## src/rtl/can_tx_sequencer_pkg.sv

```systemverilog
// can_pkg: register map, status bit positions and sequencer states for can_tx_sequencer
package can_pkg;
   localparam logic [1:0] REG_ID = 2'd0, REG_CTL = 2'd1, REG_DATA0 = 2'd2, REG_DATA1 = 2'd3;
   localparam int RTS_B = 8, LOST_B = 9, BITF_B = 10, ACK_B = 11;
   localparam int STROBE_B = 8;
   typedef enum logic [3:0] {IDLE, WR_ID, WR_D0, WR_D1, WR_CTL, SETTLE, POLL, RESULT, DRAIN} state_t;
endpackage

```

## src/rtl/can_tx_sequencer_if.sv

```systemverilog
// can_tx_sequencer_if: frame request, controller register bus and result signals
interface can_tx_sequencer_if #(parameter int RW = 2);
   logic        req_valid, req_ready, req_ext, req_rtr;
   logic [28:0] req_id;
   logic [3:0]  req_dlc;
   logic [63:0] req_data;
   logic [9:0]  cfg_bauddiv;
   logic [2:0]  cfg_irqen;
   logic        bus_cs;
   logic [1:0]  bus_rs;
   logic [3:0]  bus_bytesel;
   logic [31:0] bus_d, bus_q;
   logic        res_valid, res_ack, res_lost, res_biterr, res_timeout, busy;
   logic [RW-1:0] res_retries;
   modport master (
      input  req_valid, req_id, req_ext, req_rtr, req_dlc, req_data, cfg_bauddiv, cfg_irqen, bus_q,
      output req_ready, bus_cs, bus_rs, bus_bytesel, bus_d,
      output res_valid, res_ack, res_lost, res_biterr, res_timeout, res_retries, busy
   );
   modport slave (
      output req_valid, req_id, req_ext, req_rtr, req_dlc, req_data, cfg_bauddiv, cfg_irqen, bus_q,
      input  req_ready, bus_cs, bus_rs, bus_bytesel, bus_d,
      input  res_valid, res_ack, res_lost, res_biterr, res_timeout, res_retries, busy
   );
endinterface

```

## src/rtl/can_tx_sequencer.sv

```systemverilog
// can_tx_sequencer: writes a frame into the CAN controller, polls for completion, retries lost arbitration
module can_tx_sequencer
   import can_pkg::*;
#(
   parameter int MAX_RETRY = 3,
   parameter int TIMEOUT   = 65535,
   parameter int RW        = 2
) (
   input logic clk,
   input logic reset,
   can_tx_sequencer_if.master io
);
   localparam int TW = $clog2(TIMEOUT + 1);
   state_t state, state_n;
   logic [28:0] id;
   logic ext, rtr, ack, lost, bitf, tmo;
   logic [3:0] dlc;
   logic [63:0] data;
   logic [RW-1:0] retries;
   logic [TW-1:0] tcnt;
   logic [31:0] ctl;
   logic accept, rts, retry, expire, wr, unused_q;
   assign accept = io.req_valid && state == IDLE;
   assign rts    = io.bus_q[RTS_B];
   assign retry  = state == POLL && !rts && io.bus_q[LOST_B] && retries < RW'(MAX_RETRY);
   assign expire = state == POLL && rts && tcnt == TW'(TIMEOUT - 1);
   assign unused_q = ^{io.bus_q[31:12], io.bus_q[7:0]};
   always_ff @(posedge clk or posedge reset)
      if (reset) state <= IDLE;
      else       state <= state_n;
   always_comb begin
      state_n = state;
      case (state)
         IDLE:    state_n = io.req_valid ? WR_ID : IDLE;
         WR_ID:   state_n = rtr || dlc == 4'd0 ? WR_CTL : WR_D0;
         WR_D0:   state_n = dlc > 4'd4 ? WR_D1 : WR_CTL;
         WR_D1:   state_n = WR_CTL;
         WR_CTL:  state_n = SETTLE;
         SETTLE:  state_n = POLL;
         POLL:    state_n = retry ? WR_ID : (!rts || expire) ? RESULT : POLL;
         RESULT:  state_n = tmo ? DRAIN : IDLE;
         DRAIN:   state_n = rts ? DRAIN : IDLE;
         default: state_n = IDLE;
      endcase
   end
   always_ff @(posedge clk or posedge reset)
      if (reset) begin
         id      <= '0;
         ext     <= 1'b0;
         rtr     <= 1'b0;
         dlc     <= '0;
         data    <= '0;
         retries <= '0;
         tcnt    <= '0;
         ack     <= 1'b0;
         lost    <= 1'b0;
         bitf    <= 1'b0;
         tmo     <= 1'b0;
      end else begin
         if (accept) begin
            id      <= io.req_ext ? io.req_id : {18'b0, io.req_id[10:0]};
            ext     <= io.req_ext;
            rtr     <= io.req_rtr;
            dlc     <= io.req_dlc > 4'd8 ? 4'd8 : io.req_dlc;
            data    <= io.req_data;
            retries <= '0;
            tcnt    <= '0;
         end
         if (retry) begin
            retries <= retries + RW'(1);
            tcnt    <= '0;
         end else if (state == POLL) tcnt <= tcnt + TW'(1);
         if (state == POLL && state_n == RESULT) begin
            ack  <= !rts && io.bus_q[ACK_B];
            lost <= !rts && io.bus_q[LOST_B];
            bitf <= !rts && io.bus_q[BITF_B];
            tmo  <= rts;
         end
      end
   always_comb begin
      ctl = {io.cfg_irqen, 3'b0, io.cfg_bauddiv, 16'b0};
      ctl[STROBE_B] = 1'b1;
      ctl[3:0] = dlc;
   end
   assign wr             = state inside {WR_ID, WR_D0, WR_D1, WR_CTL};
   assign io.bus_cs      = wr || state inside {POLL, DRAIN};
   assign io.bus_bytesel = wr ? 4'hF : 4'h0;
   assign io.bus_rs      = state == WR_D0 ? REG_DATA0 : state == WR_D1 ? REG_DATA1 :
                           state inside {WR_CTL, POLL, DRAIN} ? REG_CTL : REG_ID;
   assign io.bus_d       = state == WR_ID ? {ext, rtr, 1'b0, id} : state == WR_D0 ? data[31:0] :
                           state == WR_D1 ? data[63:32] : state == WR_CTL ? ctl : 32'h0;
   assign io.req_ready   = state == IDLE;
   assign io.busy        = state != IDLE;
   assign io.res_valid   = state == RESULT;
   assign io.res_ack     = state == RESULT && ack;
   assign io.res_lost    = state == RESULT && lost;
   assign io.res_biterr  = state == RESULT && bitf;
   assign io.res_timeout = state == RESULT && tmo;
   assign io.res_retries = state == RESULT ? retries : '0;
endmodule
```

## src/flat_wrapper.sv

```systemverilog
// flat-port wrapper written by rule: the top's interface ports become plain ports
module can_tx_sequencer_flat import can_pkg::*;
#(
   parameter int MAX_RETRY = 3,
   parameter int TIMEOUT   = 65535,
   parameter int RW        = 2
)
  (clk, reset, io_req_valid, io_req_id, io_req_ext, io_req_rtr, io_req_dlc, io_req_data, io_cfg_bauddiv, io_cfg_irqen, io_bus_q, io_req_ready, io_bus_cs, io_bus_rs, io_bus_bytesel, io_bus_d, io_res_valid, io_res_ack, io_res_lost, io_res_biterr, io_res_timeout, io_res_retries, io_busy);
  can_tx_sequencer_if #(.RW(RW)) io_i ();
  input logic clk;
  input logic reset;
  input wire logic [$bits(io_i.req_valid)-1:0] io_req_valid;
  input wire logic [$bits(io_i.req_id)-1:0] io_req_id;
  input wire logic [$bits(io_i.req_ext)-1:0] io_req_ext;
  input wire logic [$bits(io_i.req_rtr)-1:0] io_req_rtr;
  input wire logic [$bits(io_i.req_dlc)-1:0] io_req_dlc;
  input wire logic [$bits(io_i.req_data)-1:0] io_req_data;
  input wire logic [$bits(io_i.cfg_bauddiv)-1:0] io_cfg_bauddiv;
  input wire logic [$bits(io_i.cfg_irqen)-1:0] io_cfg_irqen;
  input wire logic [$bits(io_i.bus_q)-1:0] io_bus_q;
  output wire logic [$bits(io_i.req_ready)-1:0] io_req_ready;
  output wire logic [$bits(io_i.bus_cs)-1:0] io_bus_cs;
  output wire logic [$bits(io_i.bus_rs)-1:0] io_bus_rs;
  output wire logic [$bits(io_i.bus_bytesel)-1:0] io_bus_bytesel;
  output wire logic [$bits(io_i.bus_d)-1:0] io_bus_d;
  output wire logic [$bits(io_i.res_valid)-1:0] io_res_valid;
  output wire logic [$bits(io_i.res_ack)-1:0] io_res_ack;
  output wire logic [$bits(io_i.res_lost)-1:0] io_res_lost;
  output wire logic [$bits(io_i.res_biterr)-1:0] io_res_biterr;
  output wire logic [$bits(io_i.res_timeout)-1:0] io_res_timeout;
  output wire logic [$bits(io_i.res_retries)-1:0] io_res_retries;
  output wire logic [$bits(io_i.busy)-1:0] io_busy;
  assign io_i.req_valid = io_req_valid;
  assign io_i.req_id = io_req_id;
  assign io_i.req_ext = io_req_ext;
  assign io_i.req_rtr = io_req_rtr;
  assign io_i.req_dlc = io_req_dlc;
  assign io_i.req_data = io_req_data;
  assign io_i.cfg_bauddiv = io_cfg_bauddiv;
  assign io_i.cfg_irqen = io_cfg_irqen;
  assign io_i.bus_q = io_bus_q;
  assign io_req_ready = io_i.req_ready;
  assign io_bus_cs = io_i.bus_cs;
  assign io_bus_rs = io_i.bus_rs;
  assign io_bus_bytesel = io_i.bus_bytesel;
  assign io_bus_d = io_i.bus_d;
  assign io_res_valid = io_i.res_valid;
  assign io_res_ack = io_i.res_ack;
  assign io_res_lost = io_i.res_lost;
  assign io_res_biterr = io_i.res_biterr;
  assign io_res_timeout = io_i.res_timeout;
  assign io_res_retries = io_i.res_retries;
  assign io_busy = io_i.busy;
  can_tx_sequencer #(.MAX_RETRY(MAX_RETRY), .TIMEOUT(TIMEOUT), .RW(RW)) u_core (.clk(clk), .reset(reset), .io(io_i));
endmodule
```

## config.mk

```make
export PLATFORM = sky130hd
export DESIGN_NAME = can_tx_sequencer_flat
export DESIGN_NICKNAME = d
export VERILOG_FILES = /design/src/rtl/can_tx_sequencer_pkg.sv /design/src/rtl/can_tx_sequencer_if.sv /design/src/rtl/can_tx_sequencer.sv /design/src/flat_wrapper.sv
export SDC_FILE = /design/constraint.sdc
export NUM_CORES = 1
export LEC_CHECK = 0
export BUFFER_PORTS_ARGS = -buffer_cell sky130_fd_sc_hd__buf_2
export CORE_MARGIN = 2
export CORE_UTILIZATION = 47
export CTS_CLUSTER_DIAMETER = 80
export DETAILED_ROUTE_END_ITERATION = 8
export PLACE_DENSITY = 0.84
export RECOVER_POWER = 50
export SLEW_MARGIN = 20
export SYNTH_ARGS = -nofsm -noshare
export SYNTH_HDL_FRONTEND = slang
export SYNTH_SLANG_ARGS = --single-unit
```

## constraint.sdc

```tcl
create_clock -name clk -period 3.2 [get_ports clk]
set_input_delay 0.16 -clock clk [delete_from_list [all_inputs] [get_ports clk]]
set_output_delay 0.16 -clock clk [all_outputs]
set_load 0.1 [all_outputs]
```

# Word level (Yosys, flattened, before mapping)
# Index checks and enable logic that the tools add are counted.
# classes
reduce_logical,26
order_cmp,3
add_sub_neg,2
muxes,24
n_eq_ne,10
# ops
operator,count
$mux 32,4
$mux 16,3
$pmux 4 s9,1
$mux 29,1
$eq 4x3->1 const B,5
$mux 4,5
$add 16x1->16 const B,1
$eq 16x16->1 const B,1
$logic_and 1x1->1,14
$mux 2,5
$eq 4x2->1 const B,2
$logic_not 4->1,2
$reduce_bool 4->1,2
$mux 3,2
$reduce_bool 3->1,2
$eq 4x1->1 const B,1
$eq 4x4->1 const B,1
$gt 4x3->1 const B,1
$gt 4x4->1 const B,1
$reduce_bool 2->1,2
$logic_or 1x1->1,3
$mux 1,3
$add 2x1->2 const B,1
$lt 2x2->1 const B,1
$logic_not 1->1,1
# totals
inputBits,147
out_inout_bits,48
wordCells,77
ff_bits,125

# Depth between registers and ports, before layout
# Gate-level depths: netlist of run 1.
# logic_depth
word_depth,9
depth_mapped,9
depth_no_buf,6

# Worst setup path after synthesis of run 1
# No wires, ideal clock.
# synth_timing
kind,flip-flop to output port
from,reg u_core.state[0]
to,out io_bus_d[29]
setup_slack_ns,-2.573
required_ns,3.040
path_buffers,1
t_arrival_ns,5.613
stages_incl_launch_ff,5
cell_sequence,dfrtp_1 buf_2 nor3_1 nand2_1 a2111oi_0
# synth_between
elab_chain_cells,5
word_cells_on_any_way,8
cone_classes,eq/ne (4); mux (4)
# synth_lines
element,line,rtl
start: declaration,can_tx_sequencer.sv:14,"state_t state, state_n;"
start signal: assignment,can_tx_sequencer.sv:30,else state <= state_n;
$eq 4x3->1,can_tx_sequencer.sv:91,state == WR_D1 ? data[63:32] : state == WR_CTL ? ctl : 32'h0;
$mux 32 (2 in series),can_tx_sequencer.sv:91,
$mux 32,can_tx_sequencer.sv:90,"assign io.bus_d = state == WR_ID ? {ext, rtr, 1'b0, id} : state == WR_D0 ? data[31:0] :"
$mux 32 (*),can_tx_sequencer.sv:90,
end: declaration,flat_wrapper.sv:25,output wire logic [$bits(io_i.bus_d)-1:0] io_bus_d;
# Every way passes the cells marked *; elsewhere a longest branch is shown, timed or not.

# Final worst setup path of run 1
# layout_timing
from,reg u_core.state[3]
to,out io_bus_d[29]
# The elaborated chain is that of the path after synthesis.

==> impl_metrics.yaml, run 1 <==
placed_design:
  dp_hpwl_um: 12000
  place_congestion: 0.830
  dpl_cell_area_um2: 7760
  dpl.cell_count: 921
  portBuffers: 166
floorplan:
  dieWidth_um: 120
  initial_utilization_pct: 48.0
  die_h_um: 120
  core_um2: 13200
  die_area_um2: 14500
  rows: 42
  ioPinCount: 195
synth:
  ys_warn_count: 0
  synth_seq_cells: 125
  synth.largest_area_cell: "dfrtp_1"
  ys_top_cells_by_count: "dfrtp_1 (125), mux2_2 (88), o21ai_0 (78)"
  synth-edff-count: 0
  synth_area_um2: 6360
  synth_cells: 609
  yosysTopAreaCellShare_pct: 49.2
  ys_types: 55
  synth-async-reset-ratio_pct: 100
  syn_avg_cell_area_um2: 10.4
  synth_most_common_cell: "dfrtp_1"
  yosysSeqAreaShare_pct: 49.2
  synth_nets: 759
  synth_ff_type: "dfrtp_1"
  synth.area.top_cells: "dfrtp_1 (49%), mux2_2 (16%), o21ai_0 (6.1%), nand2_1 (3.9%), nor2_1 (2.2%)"
sta:
  grt_setup_unrepaired: "false"
  finalCritPeriodShare_pct: 88.9
  relSlewSlack_pct: -11.7
  hold_viol_final: 0
  fin_skew_ns: 0.0143
  setup_tns_ns: 0
  fmax_mhz: 351
  tightest_slew_ns: 1.67
  finalSetupViolCount: 0
  slew_viol_final: 36
  whs_ns: 0.0137
  min_period_ns: 2.85
cts:
  clockRootBuffer: "clkbuf_16"
  cts_tree: "built"
  cts_post_setup_buffers_inserted: 0
  cts_made_buffers: 17
  clk_pin_slew_ns: 0.06
  insertion_delay_ns: 0.42
  ctsLongestPathBuffers: 2
  cts_sinks: 125
  htree_levels: 4
grt:
  grt_pass1_wl_um: 33200
  grt_pass1_vias: 6243
  grt_max_degree: 65
  grt.total_usage_pct: 30.0
  antenna_found_initial: 2
  grt_overflow_total: 0
worst_setup_path:
  crit_path_end_kind: "output port"
  cp.arrival_ns: 2.69
  criticalPathCategory: "reg -> out"
  r2r_slack_ns: 0.76
  start_kind: "flop"
  worst-endpoint-required_ns: 3.04
  crit_fanout: 17
detailed_routing:
  vias: 5981
  drt_wl_total_um: 21400
  post-route-drc-count: 0
  routed_via_density: 5.72
  ant_nets: 0
  drt-pass1-iter-count: 5
  post_drt_wl_per_cell_um: 20.4
  drtIter0Drc: 355
power_and_ir_drop:
  p_leak_nw: 4.18
  p_sw_share_pct: 47.5
  clkPwrFrac_pct: 17.7
  pwr-share-seq_pct: 27.7
  power_switching_mw: 4.84
  p_int_mw: 5.35
  ir_worst_vdd_uv: 743
  combPwrFrac_pct: 54.6
  powerDensity_nw_per_um2: 1110
outcome:
  status: "finished with violations"
  failed_checks: "max-capacitance violations, max-slew violations"
layout:
  fin_nets: 1006
  area_growth_pct: 44.9
  drive_gt1_share_pct: 34.7
  design_area_um2: 9210
  fin_cells: 1045
  post-route-util_pct: 69.6
run:
  maxCapViolCount: 1
hold_path:
  hold_path_class: "in -> reg"
[metal layers]
layer	routed length (µm)	track usage, %	part of all wire (%)	up-vias
li1	-	-	-	2655
met1	7720	33.7	36	2948
met2	11100	52.9	52	297
met3	1530	8.49	7.2	81
met4	1010	13.5	4.7	0
met5	0	0	0	-
[placed cells by master, fill, tap and decap left out, types with 4 or more instances in the layout]
cell	n
mux2_2	88
nor2_1	36
inv_1	12
and2_1	11
or3_1	5
clkbuf_1	6
dfrtp_1	125
nand2b_1	7
o31ai_1	4
and3_1	6
clkbuf_16	17
nand3_1	7
dlygate4sd3_1	92
o21ai_0	66
a21boi_0	12
a22oi_1	18
buf_4	10
buf_12	33
clkinv_2	4
mux2_1	6
buf_2	134
nand2_1	66
o21ai_1	12
a21oi_1	19
nor3_1	6
nor2b_1	5
[power groups by stage]
stage	logic, mW	clock network, mW	registers [mW]
after floorplan	4.03	0	2.56
after global placement	5.22	0	2.71
after detailed placement	5.32	0	2.76
after CTS	5.42	1.80	2.74
after global routing	5.80	1.88	2.89
final	5.56	1.80	2.83
[worst paths after layout]
| kind | cells after the start | to | start |
|---|---|---|---|
| setup / recovery | 5 | io_bus_d[29] | u_core.state[3] |
| hold / removal | 3 | u_core.dlc[2] | io_req_dlc[2] |
| setup reg to reg | 6 | u_core.data[38] | u_core.state[3] |
| hold reg to reg | 2 | u_core.id[25] | u_core.id[25] |
| max in group asynchronous | 4 | u_core.retries[0] | reset |
| min in group asynchronous | 3 | u_core.data[20] | reset |
[metrics by stage]
step | worst slack (ns) | total power, mW
final | 0.355 | 10.2
after CTS | 0.372 | 9.96
after detailed placement | 0.843 | 8.08
after global placement | 0.833 | 7.93
after floorplan | 0.148 | 6.59
after global routing | 0.214 | 10.6
[worst max-delay path: stages, from the launching register on]
cell and delay (ns):
dfrtp_1 0.68, or2_2 0.49, nor3_1 0.09, buf_4 0.21
a2111oi_2 0.28, buf_2 0.50
[repair_timing]
item	4_1_cts	5_1_grt
hold buffers	91	1
hold endpoints to repair	124	1
resized for setup	0	0
[kinds of logic (layout without fill, tap and decap cells)]
| family | Yosys count | count (layout) | synth area share [%] |
|---|---|---|---|
| adder cells (fa/ha/maj) | 3 | 3 | 0.590 |
| buffers and inverters | 57 | 315 | 4.98 |
| flip-flops | 125 | 125 | 49.2 |
| AO/OA/AOI/OAI | 158 | 158 | 15.1 |
| multiplexers | 94 | 94 | 16.6 |
| XOR/XNOR | 2 | 2 | 0.276 |
| AND/OR/NAND/NOR | 170 | 170 | 13.2 |
| other | 0 | 2 | 0 |
[state kept, by name, summed over array words and instances (netlist names)]
signal	flops
u_core.data	64
u_core.id	29
u_core.tcnt	16
u_core.dlc	4
u_core.state	4
u_core.retries	2
u_core.ack	1
u_core.bitf	1
u_core.ext	1
u_core.lost	1
u_core.rtr	1
u_core.tmo	1
[area by class of cell]
type | instances | area [µm²]
timing repair buffer | 272 | 2340
tap | 176 | 220
multi-input combinational | 427 | 2930
inverter | 13 | 50.0
clock inverter | 7 | 66.3
clock buffer | 23 | 468
sequential | 125 | 3130
fill | 937 | 4030
antenna | 2 | 5.00
(Power assumes the default switching activity.)
==> run 2, diff against run 1 <==
--- a/config.mk
+++ b/config.mk
@@ -6,11 +6,14 @@
 export NUM_CORES = 1
 export LEC_CHECK = 0
 export BUFFER_PORTS_ARGS = -buffer_cell sky130_fd_sc_hd__buf_2
+export CELL_PAD_IN_SITES_DETAIL_PLACEMENT = 1
+export CELL_PAD_IN_SITES_GLOBAL_PLACEMENT = 1
 export CORE_MARGIN = 2
-export CORE_UTILIZATION = 47
+export CORE_UTILIZATION = 35
 export CTS_CLUSTER_DIAMETER = 80
 export DETAILED_ROUTE_END_ITERATION = 8
-export PLACE_DENSITY = 0.84
+export GPL_ROUTABILITY_DRIVEN = 0
+export PLACE_DENSITY = 0.83
 export RECOVER_POWER = 50
 export SLEW_MARGIN = 20
 export SYNTH_ARGS = -nofsm -noshare
==> constraint.sdc (replaced) <==
create_clock -name clk -period 3.2 [get_ports clk]
set_input_delay 0.64 -clock clk [delete_from_list [all_inputs] [get_ports clk]]
set_output_delay 0.64 -clock clk [all_outputs]
set_load 0.1 [all_outputs]
==> run 2 against run 1 <==
  * Utilization shrank 21 points
  * Cell count fell by 2.9%
  * Global-route usage decreased by 9.0 points
  * Cell area is 4.9% lower
  * Non-clock buffer count down 85
  * Combinational power grew 4.5%
  * Largest power group unchanged
  * Sequential share of layout area grew 1.8 points
  * Clock power is 12% higher
  * Sequential cell count unchanged
  * Largest cell class unchanged
  * Die area up 33%
  * The flow still finishes with violations (max-capacitance violations, max-slew violations)
  * Clock skew barely moved
==> impl_metrics.yaml, run 2 (same netlist as run 1, synthesis figures left out) <==
detailed_routing:
  post_drt_wl_per_cell_um: 19.4
  routed_via_density: 5.28
  drt_wl_total_um: 19700
  vias: 5358
  drtIter0Drc: 212
  post-route-drc-count: 0
  drt-pass1-iter-count: 4
  ant_nets: 0
grt:
  grt_pass1_vias: 5838
  grt_max_degree: 62
  grt_overflow_total: 0
  grt_pass1_wl_um: 31600
  antenna_found_initial: 3
  grt.total_usage_pct: 20.9
power_and_ir_drop:
  ir_worst_vdd_uv: 994
  p_sw_share_pct: 45.7
  powerDensity_nw_per_um2: 1210
  p_leak_nw: 3.92
  pwr-share-seq_pct: 26.0
  combPwrFrac_pct: 55.0
  p_int_mw: 5.74
  power_switching_mw: 4.83
  clkPwrFrac_pct: 19.0
layout:
  final_common_cell: "dfrtp_1"
  reg.largest.list: "u_core.data: 64 flops, u_core.id: 29 flops, u_core.tcnt: 16 flops"
  drive_gt1_share_pct: 42.1
  fin_nets: 921
  regMostFlops: "u_core.data"
  area_growth_pct: 37.7
  largest_register_ff_count: 64
  design_area_um2: 8760
  final_cell_mix: "dfrtp_1 (124), buf_2 (123), mux2_2 (88)"
cts:
  htree_levels: 4
  insertion_delay_ns: 0.42
  clockRootBuffer: "clkbuf_16"
  ctsLongestPathBuffers: 2
  cts_sinks: 125
  clk_pin_slew_ns: 0.06
  cts_made_buffers: 17
  cts_post_setup_buffers_inserted: 0
  cts_tree: "built"
run:
  maxCapViolCount: 2
floorplan:
  ioPinCount: 195
  die_area_um2: 19300
  rows: 49
  die_h_um: 139
  dieWidth_um: 139
  initial_utilization_pct: 35.5
  core_um2: 17900
sta:
  finalCritPeriodShare_pct: 95.6
  fmax_mhz: 327
  fin_skew_ns: 0.0146
  slew_viol_final: 96
  relSlewSlack_pct: -20.4
  min_period_ns: 3.06
  hold_viol_final: 0
  setup_tns_ns: 0
  grt_setup_unrepaired: "false"
  tightest_slew_ns: 1.81
  finalSetupViolCount: 0
placed_design:
  dp_hpwl_um: 14300
  dpl_cell_area_um2: 8140
  portBuffers: 166
worst_setup_path:
  crit_path_end_kind: "output port"
  start_kind: "flop"
  worst-endpoint-required_ns: 2.56
  cp.arrival_ns: 2.42
  criticalPathCategory: "reg -> out"
  crit_fanout: 25
outcome:
  status: "finished with violations"
  failed_checks: "max-capacitance violations, max-slew violations"
hold_path:
  hold_path_class: "in -> async"
[run 2: per-stage QoR]
stage,power [mW],instances,hold WS [ns],util (%),setup WS (ns)
after floorplan,6.65,609,0.450,-,-0.332
after global placement,8.38,981,0.463,45.5,0.486
after detailed placement,8.58,981,0.474,45.5,0.447
after CTS,10.6,1013,0.129,48.9,-0.0425
after global routing,11.1,1014,0.168,48.9,0.0200
final,10.6,1015,0.162,48.9,0.140
[run 2: worst paths after layout]
check | from | end | slack [ns] | cells past startpoint
max | u_core.state[0] | io_bus_d[31] | 0.14 | 6
min | reset | u_core.id[25] | 0.16 | 2
max reg2reg | u_core.state[0] | u_core.data[57] | 0.62 | 7
min reg2reg | u_core.tmo | u_core.tmo | 0.48 | 1
max in group asynchronous | reset | u_core.state[0] | 0.92 | 3
min in group clk | io_req_data[63] | u_core.data[63] | 0.44 | 2
[run 2: timing repair]
action | CTS | global route
setup endpoints to repair | 3 | 15
hold buffers | 0 | 0
hold endpoints to repair | 0 | 0
resized for setup | 0 | 5
pin swaps | 0 | 1
[run 2: power groups by stage]
stage	sequential, mW	clock (mW)	combinational, mW
floorplan	2.56	0	4.09
detailed placement	2.76	0	5.82
CTS	2.74	2.06	5.84
finish	2.75	2.01	5.81
global placement	2.70	0	5.68
global route	2.84	2.12	6.13
[run 2: layout make-up]
type	count	area, µm²
inverter	13	50.0
multi-input combinational	427	3020
clock inverter	12	160
fill	1976	9140
clock buffer	20	457
antenna	2	5.00
tap	229	287
sequential	125	3130
timing repair buffer	187	1650
[run 2: critical path, cell delays in order, from the launching register on]
cell     delay (ns)
dfrtp_2        0.56
buf_6          0.28
nor2b_2        0.24
buf_4          0.28
a22oi_1        0.13
o21ai_1        0.27
buf_12         0.22
[run 2: routing by layer]
| layer | share of wire, % | global-route usage (%) | vias up |
|---|---|---|---|
| li1 | - | - | 2493 |
| met1 | 41 | 24.9 | 2698 |
| met2 | 52 | 36.5 | 136 |
| met3 | 5.0 | 6.39 | 31 |
| met4 | 1.9 | 6.38 | 0 |
| met5 | 0 | 0 | - |
==> run 3, diff against run 2 <==
--- a/config.mk
+++ b/config.mk
@@ -15,6 +15,7 @@
 export GPL_ROUTABILITY_DRIVEN = 0
 export PLACE_DENSITY = 0.83
 export RECOVER_POWER = 50
+export SETUP_SLACK_MARGIN = 0.2
 export SLEW_MARGIN = 20
 export SYNTH_ARGS = -nofsm -noshare
 export SYNTH_HDL_FRONTEND = slang
==> run 3 against run 2 <==
  * The flow still finishes with violations (max-capacitance violations, max-slew violations)
  * Sequential cell count unchanged
  * Clock skew decreased by 0.0040 ns
  * Sequential power about the same
  * Critical endpoint is now io_bus_d[3]
==> impl_metrics.yaml, run 3 (same netlist as run 1, synthesis figures left out) <==
outcome:
  status: "finished with violations"
  failed_checks: "max-capacitance violations, max-slew violations"
floorplan:
  rows: 49
  die_h_um: 139
  die_area_um2: 19300
  dieWidth_um: 139
  core_um2: 17900
  initial_utilization_pct: 35.5
  ioPinCount: 195
cts:
  cts_hold_buf: 0
  clockRootBuffer: "clkbuf_16"
  cts_sinks: 125
  htree_levels: 4
  insertion_delay_ns: 0.42
  cts_made_buffers: 17
  cts_tree: "built"
  clk_pin_slew_ns: 0.06
  ctsLongestPathBuffers: 2
layout:
  design_area_um2: 8720
  largest_register_ff_count: 64
  regMostFlops: "u_core.data"
  post-route-util_pct: 48.7
  reg.largest.list: "u_core.data: 64 flops, u_core.id: 29 flops, u_core.tcnt: 16 flops"
  final_common_cell: "buf_2"
  area_growth_pct: 37.1
  fin_nets: 925
  final_cell_mix: "buf_2 (132), dfrtp_1 (122), mux2_2 (88)"
  drive_gt1_share_pct: 44.5
placed_design:
  dp_hpwl_um: 14000
  dpl_cell_area_um2: 8040
  portBuffers: 166
  pre_cts_ws_ns: 0.557
detailed_routing:
  post_drt_wl_per_cell_um: 19.7
  ant_nets: 0
  drtIter0Drc: 259
  post-route-drc-count: 0
  drt_wl_total_um: 20100
  routed_via_density: 5.33
  vias: 5426
  drt-pass1-iter-count: 5
grt:
  grt_max_degree: 53
  grt_pass1_wl_um: 31900
  antenna_found_initial: 5
  grt_overflow_total: 0
  grt.total_usage_pct: 21.2
  grt_pass1_vias: 5975
sta:
  fmax_mhz: 334
  relSlewSlack_pct: -2.03
  setup_tns_ns: 0
  hold_viol_final: 0
  slew_viol_final: 34
  finalCritPeriodShare_pct: 93.4
  finalSetupViolCount: 0
  fin_skew_ns: 0.0107
  fin_ws_ns: 0.210
  tightest_slew_ns: 1.52
  grt_setup_unrepaired: "true"
  min_period_ns: 2.99
worst_setup_path:
  r2r_slack_ns: 0.40
  crit_fanout: 8
  r2r.worst_path.cells: 7
  startpoint: "u_core.state[3]"
  cp.arrival_ns: 2.35
  rr_startpoint: "u_core.state[3]"
  worst-endpoint-required_ns: 2.56
  start_kind: "flop"
  criticalPathCategory: "reg -> out"
  reg2reg_to: "u_core.id[9]"
  crit_path_end_kind: "output port"
power_and_ir_drop:
  combPwrFrac_pct: 53.7
  p_int_mw: 5.93
  pwr-share-seq_pct: 25.6
  p_sw_share_pct: 45.1
  ir_worst_vdd_uv: 869
  p_leak_nw: 3.94
  clkPwrFrac_pct: 20.7
  power_switching_mw: 4.88
  powerDensity_nw_per_um2: 1240
hold_path:
  min_from: "io_req_data[23]"
  hold_path_class: "in -> reg"
  worstHoldPathCells: 2
  whs_endpoint: "u_core.data[23]"
run:
  maxCapViolCount: 1
## run 3: power groups by stage
stage,registers [mW],clock network (mW),logic (mW)
2_1_floorplan,2.56,0,4.15
6_report,2.76,2.24,5.80
5_1_grt,2.85,2.34,6.11
3_5_place_dp,2.78,0,5.72
3_3_place_gp,2.73,0,5.60
4_1_cts,2.78,2.28,5.78
## run 3: worst max-delay path: stages (launching register included)
cell and delay (ns):
dfrtp_1 0.49, clkbuf_1 0.24, or4b_1 0.69, nor2_1 0.19, nor2_2 0.04, clkbuf_4 0.28
## run 3: metrics by stage
| stage | cells | total power, mW | hold WS, ns |
|---|---|---|---|
| CTS | 1015 | 10.8 | 0.377 |
| detailed placement | 984 | 8.50 | 0.469 |
| global route | 1018 | 11.3 | 0.424 |
| floorplan | 609 | 6.70 | 0.450 |
| finish | 1018 | 10.8 | 0.427 |
| global placement | 984 | 8.33 | 0.462 |
## run 3: cell type report
type                       count  area, µm²
sequential                   125       3130
clock inverter                10        210
tap                          229        287
timing repair buffer         191       1520
antenna                        2       5.00
multi-input combinational    427       3040
clock buffer                  21        470
fill                        1965       9190
inverter                      13       50.0
## run 3: repair_timing
item | CTS | global route
pin swaps | 0 | 1
gates resized for setup | 3 | 7
buffers inserted | 0 | 1
hold endpoints to repair | 0 | 0
setup endpoints to repair | 12 | 16
cloned | 0 | 0
## run 3: worst max path at each step
stage                   endpoint  slack (ns)
CTS                  io_bus_d[3]        0.21
global route         io_bus_d[3]        0.12
floorplan           io_bus_d[29]       -0.33
global placement    io_bus_d[24]        0.56
finish               io_bus_d[3]        0.21
detailed placement  io_bus_d[30]        0.56
## run 3: per-layer routing
| metal | up-vias | GRT usage, % | routed length [µm] |
|---|---|---|---|
| met5 | - | 0 | 25 |
| met4 | 4 | 7.18 | 496 |
| met3 | 45 | 6.94 | 1400 |
| met2 | 181 | 36.7 | 10100 |
| met1 | 2699 | 24.7 | 8030 |
| li1 | 2497 | - | - |
